File: src/rtl/trap_pkg.sv
// Shared types and encodings for the machine-mode trap controller.
package trap_pkg;

  typedef enum logic [1:0] {
    IDLE      = 2'd0,
    TRAP_SAVE = 2'd1,
    TRAP_JUMP = 2'd2,
    RET_JUMP  = 2'd3
  } state_e;

  typedef enum logic {
    CSR_RW = 1'b0,
    CSR_RS = 1'b1
  } csr_op_e;

  localparam logic [11:0] CSR_MSTATUS = 12'h300;
  localparam logic [11:0] CSR_MTVEC   = 12'h305;
  localparam logic [11:0] CSR_MEPC    = 12'h341;
  localparam logic [11:0] CSR_MCAUSE  = 12'h342;

  localparam logic [31:0] ECALL_INSN     = 32'h0000_0073;
  localparam logic [31:0] MRET_INSN      = 32'h3020_0073;
  localparam logic [31:0] MCAUSE_ECALL_M = 32'd11;

  localparam logic [6:0] OPC_SYSTEM = 7'b1110011;
  localparam logic [2:0] F3_CSRRW   = 3'b001;
  localparam logic [2:0] F3_CSRRS   = 3'b010;

  function automatic logic [31:0] csr_new(input csr_op_e op, input logic [31:0] old_val,
                                          input logic [31:0] wdata);
    return (op == CSR_RS) ? (old_val | wdata) : wdata;
  endfunction

endpackage

File: src/rtl/trap_csr_file.sv
// mstatus/mtvec/mepc/mcause storage with read mux; CSR writes land on the accept edge,
// trap entry/return side effects are applied by strobes from the controller FSM.
module trap_csr_file
  import trap_pkg::*;
#(
  parameter logic [31:0] MTVEC_RESET   = 32'h0000_0000,
  parameter logic [31:0] MSTATUS_RESET = 32'h0000_1800
) (
  input  logic          clk,
  input  logic          rst_n,
  input  logic          csr_en_i,
  input  csr_op_e       csr_op_i,
  input  logic [11:0]   csr_addr_i,
  input  logic [31:0]   csr_wdata_i,
  input  logic          trap_save_i,
  input  logic [31:0]   trap_pc_i,
  input  logic          trap_ret_i,
  output logic [31:0]   csr_rdata_o,
  output logic [31:0]   mtvec_o,
  output logic [31:0]   mepc_o
);

  logic [31:0] mstatus_q, mstatus_d;
  logic [31:0] mtvec_q, mtvec_d;
  logic [31:0] mepc_q, mepc_d;
  logic [31:0] mcause_q, mcause_d;
  logic [31:0] new_val;

  always_comb begin
    case (csr_addr_i)
      CSR_MSTATUS: csr_rdata_o = mstatus_q;
      CSR_MTVEC:   csr_rdata_o = mtvec_q;
      CSR_MEPC:    csr_rdata_o = mepc_q;
      CSR_MCAUSE:  csr_rdata_o = mcause_q;
      default:     csr_rdata_o = 32'h0;
    endcase
  end

  assign new_val = csr_new(csr_op_i, csr_rdata_o, csr_wdata_i);

  always_comb begin
    mstatus_d = mstatus_q;
    mtvec_d   = mtvec_q;
    mepc_d    = mepc_q;
    mcause_d  = mcause_q;
    if (csr_en_i) begin
      case (csr_addr_i)
        CSR_MSTATUS: mstatus_d = new_val;
        CSR_MTVEC:   mtvec_d   = new_val;
        CSR_MEPC:    mepc_d    = {new_val[31:2], 2'b00};
        CSR_MCAUSE:  mcause_d  = new_val;
        default:     ;
      endcase
    end
    // Strobes only fire outside IDLE, so they never coincide with a CSR write.
    if (trap_save_i) begin
      mepc_d            = {trap_pc_i[31:2], 2'b00};
      mcause_d          = MCAUSE_ECALL_M;
      mstatus_d[7]      = mstatus_q[3];
      mstatus_d[3]      = 1'b0;
      mstatus_d[12:11]  = 2'b11;
    end
    if (trap_ret_i) begin
      mstatus_d[3]      = mstatus_q[7];
      mstatus_d[7]      = 1'b1;
      mstatus_d[12:11]  = 2'b11;
    end
  end

  always_ff @(posedge clk or negedge rst_n) begin
    if (!rst_n) begin
      mstatus_q <= MSTATUS_RESET;
      mtvec_q   <= MTVEC_RESET;
      mepc_q    <= 32'h0;
      mcause_q  <= 32'h0;
    end else begin
      mstatus_q <= mstatus_d;
      mtvec_q   <= mtvec_d;
      mepc_q    <= mepc_d;
      mcause_q  <= mcause_d;
    end
  end

  assign mtvec_o = mtvec_q;
  assign mepc_o  = mepc_q;

endmodule

File: src/rtl/trap_ctrl.sv
// Machine-mode ecall/mret sequencer with zero-latency csrrw/csrrs access.
// Accepts only in IDLE; ecall redirects two cycles after accept, mret one cycle after.
module trap_ctrl
  import trap_pkg::*;
#(
  parameter logic [31:0] MTVEC_RESET   = 32'h0000_0000,
  parameter logic [31:0] MSTATUS_RESET = 32'h0000_1800
) (
  input  logic        clk,
  input  logic        rst_n,
  input  logic        ist_valid,
  input  logic [31:0] ist,
  input  logic [31:0] pc,
  output logic        ist_ready,
  input  logic [31:0] csr_wdata,
  output logic [31:0] csr_rdata,
  output logic        redirect_valid,
  output logic [31:0] redirect_pc,
  output logic        ecall_evt,
  output logic        mret_evt
);

  state_e      state_q, state_d;
  logic [31:0] pc_q, pc_d;
  logic        is_csr;
  logic        csr_en;
  logic        trap_save;
  logic        trap_ret;
  logic [31:0] csr_rd;
  logic [31:0] mtvec;
  logic [31:0] mepc;
  csr_op_e     csr_op;

  assign is_csr = (ist[6:0] == OPC_SYSTEM) &&
                  ((ist[14:12] == F3_CSRRW) || (ist[14:12] == F3_CSRRS));
  assign csr_op = (ist[14:12] == F3_CSRRS) ? CSR_RS : CSR_RW;

  always_comb begin
    state_d        = state_q;
    pc_d           = pc_q;
    ist_ready      = 1'b0;
    csr_en         = 1'b0;
    csr_rdata      = 32'h0;
    trap_save      = 1'b0;
    trap_ret       = 1'b0;
    redirect_valid = 1'b0;
    redirect_pc    = 32'h0;
    ecall_evt      = 1'b0;
    mret_evt       = 1'b0;
    case (state_q)
      IDLE: begin
        ist_ready = 1'b1;
        if (ist_valid) begin
          if (ist == ECALL_INSN) begin
            pc_d    = pc;
            state_d = TRAP_SAVE;
          end else if (ist == MRET_INSN) begin
            state_d = RET_JUMP;
          end else if (is_csr) begin
            csr_en    = 1'b1;
            csr_rdata = csr_rd;
          end
        end
      end
      TRAP_SAVE: begin
        trap_save = 1'b1;
        ecall_evt = 1'b1;
        state_d   = TRAP_JUMP;
      end
      TRAP_JUMP: begin
        redirect_valid = 1'b1;
        redirect_pc    = mtvec & ~32'h3;
        state_d        = IDLE;
      end
      RET_JUMP: begin
        redirect_valid = 1'b1;
        redirect_pc    = mepc;
        mret_evt       = 1'b1;
        trap_ret       = 1'b1;
        state_d        = IDLE;
      end
      default: state_d = IDLE;
    endcase
  end

  always_ff @(posedge clk or negedge rst_n) begin
    if (!rst_n) begin
      state_q <= IDLE;
      pc_q    <= 32'h0;
    end else begin
      state_q <= state_d;
      pc_q    <= pc_d;
    end
  end

  trap_csr_file #(
    .MTVEC_RESET   (MTVEC_RESET),
    .MSTATUS_RESET (MSTATUS_RESET)
  ) u_csr (
    .clk         (clk),
    .rst_n       (rst_n),
    .csr_en_i    (csr_en),
    .csr_op_i    (csr_op),
    .csr_addr_i  (ist[31:20]),
    .csr_wdata_i (csr_wdata),
    .trap_save_i (trap_save),
    .trap_pc_i   (pc_q),
    .trap_ret_i  (trap_ret),
    .csr_rdata_o (csr_rd),
    .mtvec_o     (mtvec),
    .mepc_o      (mepc)
  );

endmodule

File: config.mk
export PLATFORM = sky130hd
export DESIGN_NAME = trap_ctrl
export DESIGN_NICKNAME = d
export VERILOG_FILES = /design/src/rtl/trap_pkg.sv /design/src/rtl/trap_csr_file.sv /design/src/rtl/trap_ctrl.sv
export SDC_FILE = /design/constraint.sdc
export NUM_CORES = 1
export LEC_CHECK = 0
export ABC_CLOCK_PERIOD_IN_PS = 4370
export CAP_MARGIN = 20
export CORE_UTILIZATION = 45
export CTS_BUF_LIST = sky130_fd_sc_hd__clkbuf_4
export DETAILED_ROUTE_END_ITERATION = 8
export PLACE_DENSITY = 0.76
export SETUP_SLACK_MARGIN = 0.4
export SLEW_MARGIN = 20
export SYNTH_ARGS = -nofsm -noshare
export SYNTH_HDL_FRONTEND = slang
export SYNTH_SLANG_ARGS = --single-unit
File: constraint.sdc
create_clock -name clk -period 4.37 [get_ports clk]
set_input_delay 0.437 -clock clk [delete_from_list [all_inputs] [get_ports clk]]
set_output_delay 0.437 -clock clk [all_outputs]
set_load 0.01 [all_outputs]
# After elaboration in Yosys (flattened, before gate mapping)
# Index checks and enable logic that the tools add are counted.
op_classes:
  n_eq_ne: 14
  shifts: 0
  magnitude_cmp: 0
  add_sub_neg: 0
  n_reduce_logical: 16
  n_mul: 0
  mux: 36
  div: 0
  bitwise_logic: 1
op_table:
  columns: ["operator", "n"]
  rows:
  - ["32-bit 2-to-1 mux", 12]
  - ["32-bit case mux with 4 select lines", 1]
  - ["32-bit case mux with 2 select lines", 1]
  - ["12-bit by 10-bit == test with 1-bit output, second input constant", 4]
  - ["32-bit by 30-bit == test with 1-bit output, second input constant", 1]
  - ["32-bit by 7-bit == test with 1-bit output, second input constant", 1]
  - ["32-bit OR", 1]
  - ["13-bit 2-to-1 mux", 2]
  - ["1-bit 2-to-1 mux", 14]
  - ["2-bit AND reduction", 6]
  - ["2-bit 2-to-1 mux", 5]
  - ["7-bit == test, second input constant", 1]
  - ["2-bit case mux with 3 select lines", 1]
  - ["2-bit nonzero test", 3]
  - ["3-bit nonzero test", 2]
  - ["2-bit == test, second input constant", 2]
  - ["3-bit by 1-bit == test with 1-bit output, second input constant", 1]
  - ["3-bit by 2-bit == test with 1-bit output, second input constant", 1]
  - ["3-bit inequality test, second input constant", 1]
  - ["3-bit AND reduction", 1]
  - ["2-bit by 1-bit == test with 1-bit output, second input constant", 1]
  - ["2-bit zero test", 1]
  - ["2-bit inequality test, second input constant", 1]
  - ["2-bit OR reduction", 1]
  - ["other kinds (2)", 2]
totals:
  ramBits: 0
  register_bits: 162
  in_bits: 99
  romBits: 0
  n_memories: 0
  word_cells: 74
  out_inout_bits: 68
  latch_bits: 0

# Depth between registers and ports, before layout
logic_depth:
  word_depth: 11
  depth_mapped: 9
  depth_no_buf: 5

# Modules after synthesis
# Synthesis repeated with hierarchy kept, for this count alone.
unflattened:
  hier_cells: 885
  hier_area_um2: 8853.5
by_module_without_submodules:
  columns: ["mod", "seq_area_each_um2", "cells_per_inst", "area_per_inst_um2", "n_inst"]
  rows:
  - ["trap_csr_file", 3155.5, 681, 6652.6, 1]
  - ["trap_ctrl", 850.8, 204, 2200.9, 1]

# Worst setup path after synthesis
# No wires, ideal clock.
synth_timing:
  kind: "register to output"
  start: "register state_q[1]"
  end: "output csr_rdata[22]"
  arrival_ps: 2303
  path_stages_with_launch: 9
  n_path_buf: 4
  slack_ps: 1630
  cell_sequence: "dfrtp_1 -> buf_6 -> or4b_1 -> or4_1 -> buf_4 -> or2_1 -> buf_2 -> clkbuf_1 -> nor2b_1"
synth_between:
  elab_chain_len: 2
synth_lines:
  columns: ["item", "line", "rtl"]
  rows:
  - ["start: declaration", "trap_ctrl.sv:23", "state_e state_q, state_d;"]
  - ["start signal: assignment", "trap_ctrl.sv:91", "state_q <= state_d;"]
  - ["2-bit zero test", "trap_ctrl.sv:50", "case (state_q)"]
  - ["32-bit 2-to-1 mux", "trap_ctrl.sv:50", null]
  - ["end: declaration", "trap_ctrl.sv:16", "output logic [31:0] csr_rdata,"]
# Every way passes these cells.

# Worst setup path in the final report
layout_timing:
  start: "register state_q[0]"
  end: "output csr_rdata[13]"
# The elaborated chain is that of the path after synthesis.

==> reports/results.tsv <==
metric	value	unit
status	finished clean	
sequential share of the synthesized area	48.5	%
hold wc startpoint	pc[5]	
Critical Path AT	3.16	ns
drt via density	5.88	
Synth Cell Area	8160	um2
CP Launch Point	state_q[0]	
Overflow after GRT	0	
crit end category	output pin	
Yosys warnings	0	
worst hold margin	0.470	ns
leakage power	4.05	nW
global placement routability congestion	0.790	
crit path kind	register to output pin	
vias	7048	
final number of hold-violating endpoints	0	
first-pass GRT wire length	37.6	mm
# IOs	167	
Synth Area in Adders	0	%
min-delay worst type	primary input to register	
area delta synth->final	26.1	%
count leader, synth	dfrtp_1	
startpoint types	register	
final worst path period need	3.60	ns
DRC	0	
achievable frequency	278	MHz
Async SR Flop Fraction	100	%
core area	17500	um2
Total GRT Usage	26.4	%
dpl hpwl	14.8	mm
Power Total	2.66	mW
CTS tree	built	
Synth Area in XOR/XNOR	0.107	%
Clock Tree Buf Depth	2	
multiplexer share of the synthesized area	11.3	%
maximum vdd drop	0.183	mV
Post-synth EDFFs	0	
clock latency on the worst-skew pair	0.56	ns
RSZ-0062 raised after global routing	false	
Yosys cell types	49	
clk_skew	0.0227	ns
iteration-0 DRC count of the detailed router	634	
final core occ	58.9	%
Die Y	137	um
dominant cells by area after synthesis	dfrtp_1, mux2i_1, a21oi_1, a22oi_1, nor2b_1	
Sink Count	158	
Least-Margin Pin Slew	0.889	ns
final count of pins violating max slew	0	
cells after synthesis	827	
vias in the first global route	7113	
Die Span X	137	um
layout cells sized above 1	10.8	%
Post-Synth Simple-Gate Area	16.1	%
FP Rows	48	
Final Cycle Share	82.3	%
largest family of logic cells by synthesized area	compound AO/OA/AOI/OAI gates	
largest net degree at the start of global routing	85	
Critical Path RT	3.93	ns
CTS clk-pin slew, worst paths	0.14	ns
post-CTS setup repair buffer count	0	
Main synth FF type	dfrtp_1	
hold depth	2	
clk root buf	clkbuf_4	
routed len/inst	19.6	um
Max-Cap Viols	0	
Final TNS setup	0	ns
TritonCTS buffer count	17	
final net count	1058	
drt first pass iters	6	
Syn Area/Cell	9.87	um2
Yosys top cell area share	47.8	%
worst flop-to-flop path startpoint	state_q[0]	
post-synth top area cell	dfrtp_1	
Antenna Nets Post-Route	0	
slew margin rel.	40.7	%
Pwr Density	259	nW/um2
final setup fails	0	
Worst R2R Setup Slack	1.31	ns
final WL	23.5	mm
I/O Buffers	162	
Yosys reg bits	158	
crit path max fanout	35	
compound-gate portion of the synthesized area	19.5	%
die footprint	18700	um2
H-tree depth	4	
most frequent cells after synthesis	dfrtp_1, a21oi_1, nand2_1	
initial antenna violation count	1	
Worst Reg-to-Reg Cells	7	
starting density of the core	46.7	%
[where the power goes]
group / leakage [nW] / switching [mW] / internal (mW)
Sequential: 2.04 / 0.0000164 / 1.46
Clock: 0.171 / 0.519 / 0.460
Combinational: 1.85 / 0.113 / 0.107
[state kept, by name, indices dropped and copies added (netlist names)]
signal and cells:
pc_q 30, state_q 2, u_csr.mcause_q 32, u_csr.mepc_o 30, u_csr.mstatus_q 32, u_csr.mtvec_o 32
[worst max-delay path, stage by stage, from the launching register on]
cell	delay (ns)
dfrtp_2	0.42
or4b_1	0.48
or4_1	0.46
or2_4	0.47
nor2b_1	0.20
clkdlybuf4s50_1	0.55
[timing repair]
item,in CTS,in global routing
hold endpoints to repair,82,0
hold buffers,1,0
resized for setup,0,1
endpoints found under the setup margin,0,5
[placed cells by master (no fill, tap or decap), types with 8 or more instances in the layout]
master	Yosys	layout
o21ai_0	8	8
o22ai_1	29	29
nand2_1	71	71
a22oi_1	60	60
nor2b_1	63	61
a211oi_1	29	29
buf_4	6	22
nor2_1	35	34
clkbuf_4	0	19
o21ai_1	33	33
clkdlybuf4s50_1	0	161
dfrtp_1	156	155
a21oi_1	90	90
mux2_2	29	29
nor3_1	11	10
and2_1	29	29
mux2i_1	58	58
[routing by layer]
metal | up-vias | track usage (%) | part of all wire, %
li1 | 3255 | - | -
met1 | 3452 | 34.5 | 43
met2 | 294 | 44.5 | 49
met3 | 47 | 4.07 | 5.7
met4 | 0 | 9.38 | 2.2
met5 | - | 0 | 0
[path summary, 6_finish.rpt]
path	end
max	csr_rdata[13]
min	pc_q[5]
max reg2reg	u_csr.mtvec_o[14]
min reg2reg	u_csr.mtvec_o[0]
max in group asynchronous	u_csr.mstatus_q[12]
min in group asynchronous	state_q[1]
[final cells by class]
cell class / count / area [um2]
diodes: 1 / 2.50
clock buffers: 19 / 143
well taps: 225 / 282
fillers: 1488 / 7190
inverters: 1 / 3.75
clock inverters: 13 / 173
multi-input cells: 594 / 3890
flip-flops and latches: 158 / 3960
repair buffers: 187 / 1840
[metrics by stage]
stage,setup WS [ns],cells,cell area (um2)
3_3_place_gp,0.703,1164,9960
6_report,0.772,1198,10300
3_5_place_dp,0.657,1164,9960
5_1_grt,0.634,1198,10300
2_1_floorplan,1.63,828,8160
4_1_cts,0.503,1197,10300
[cells by family after synthesis]
group,after synthesis
other,1
AO/OA/AOI/OAI,257
AND/OR/NAND/NOR,246
multiplexers,88
buffers and inverters,76
XOR/XNOR,1
flip-flops,158
No activity file was read; power rests on OpenSTA's default activity.
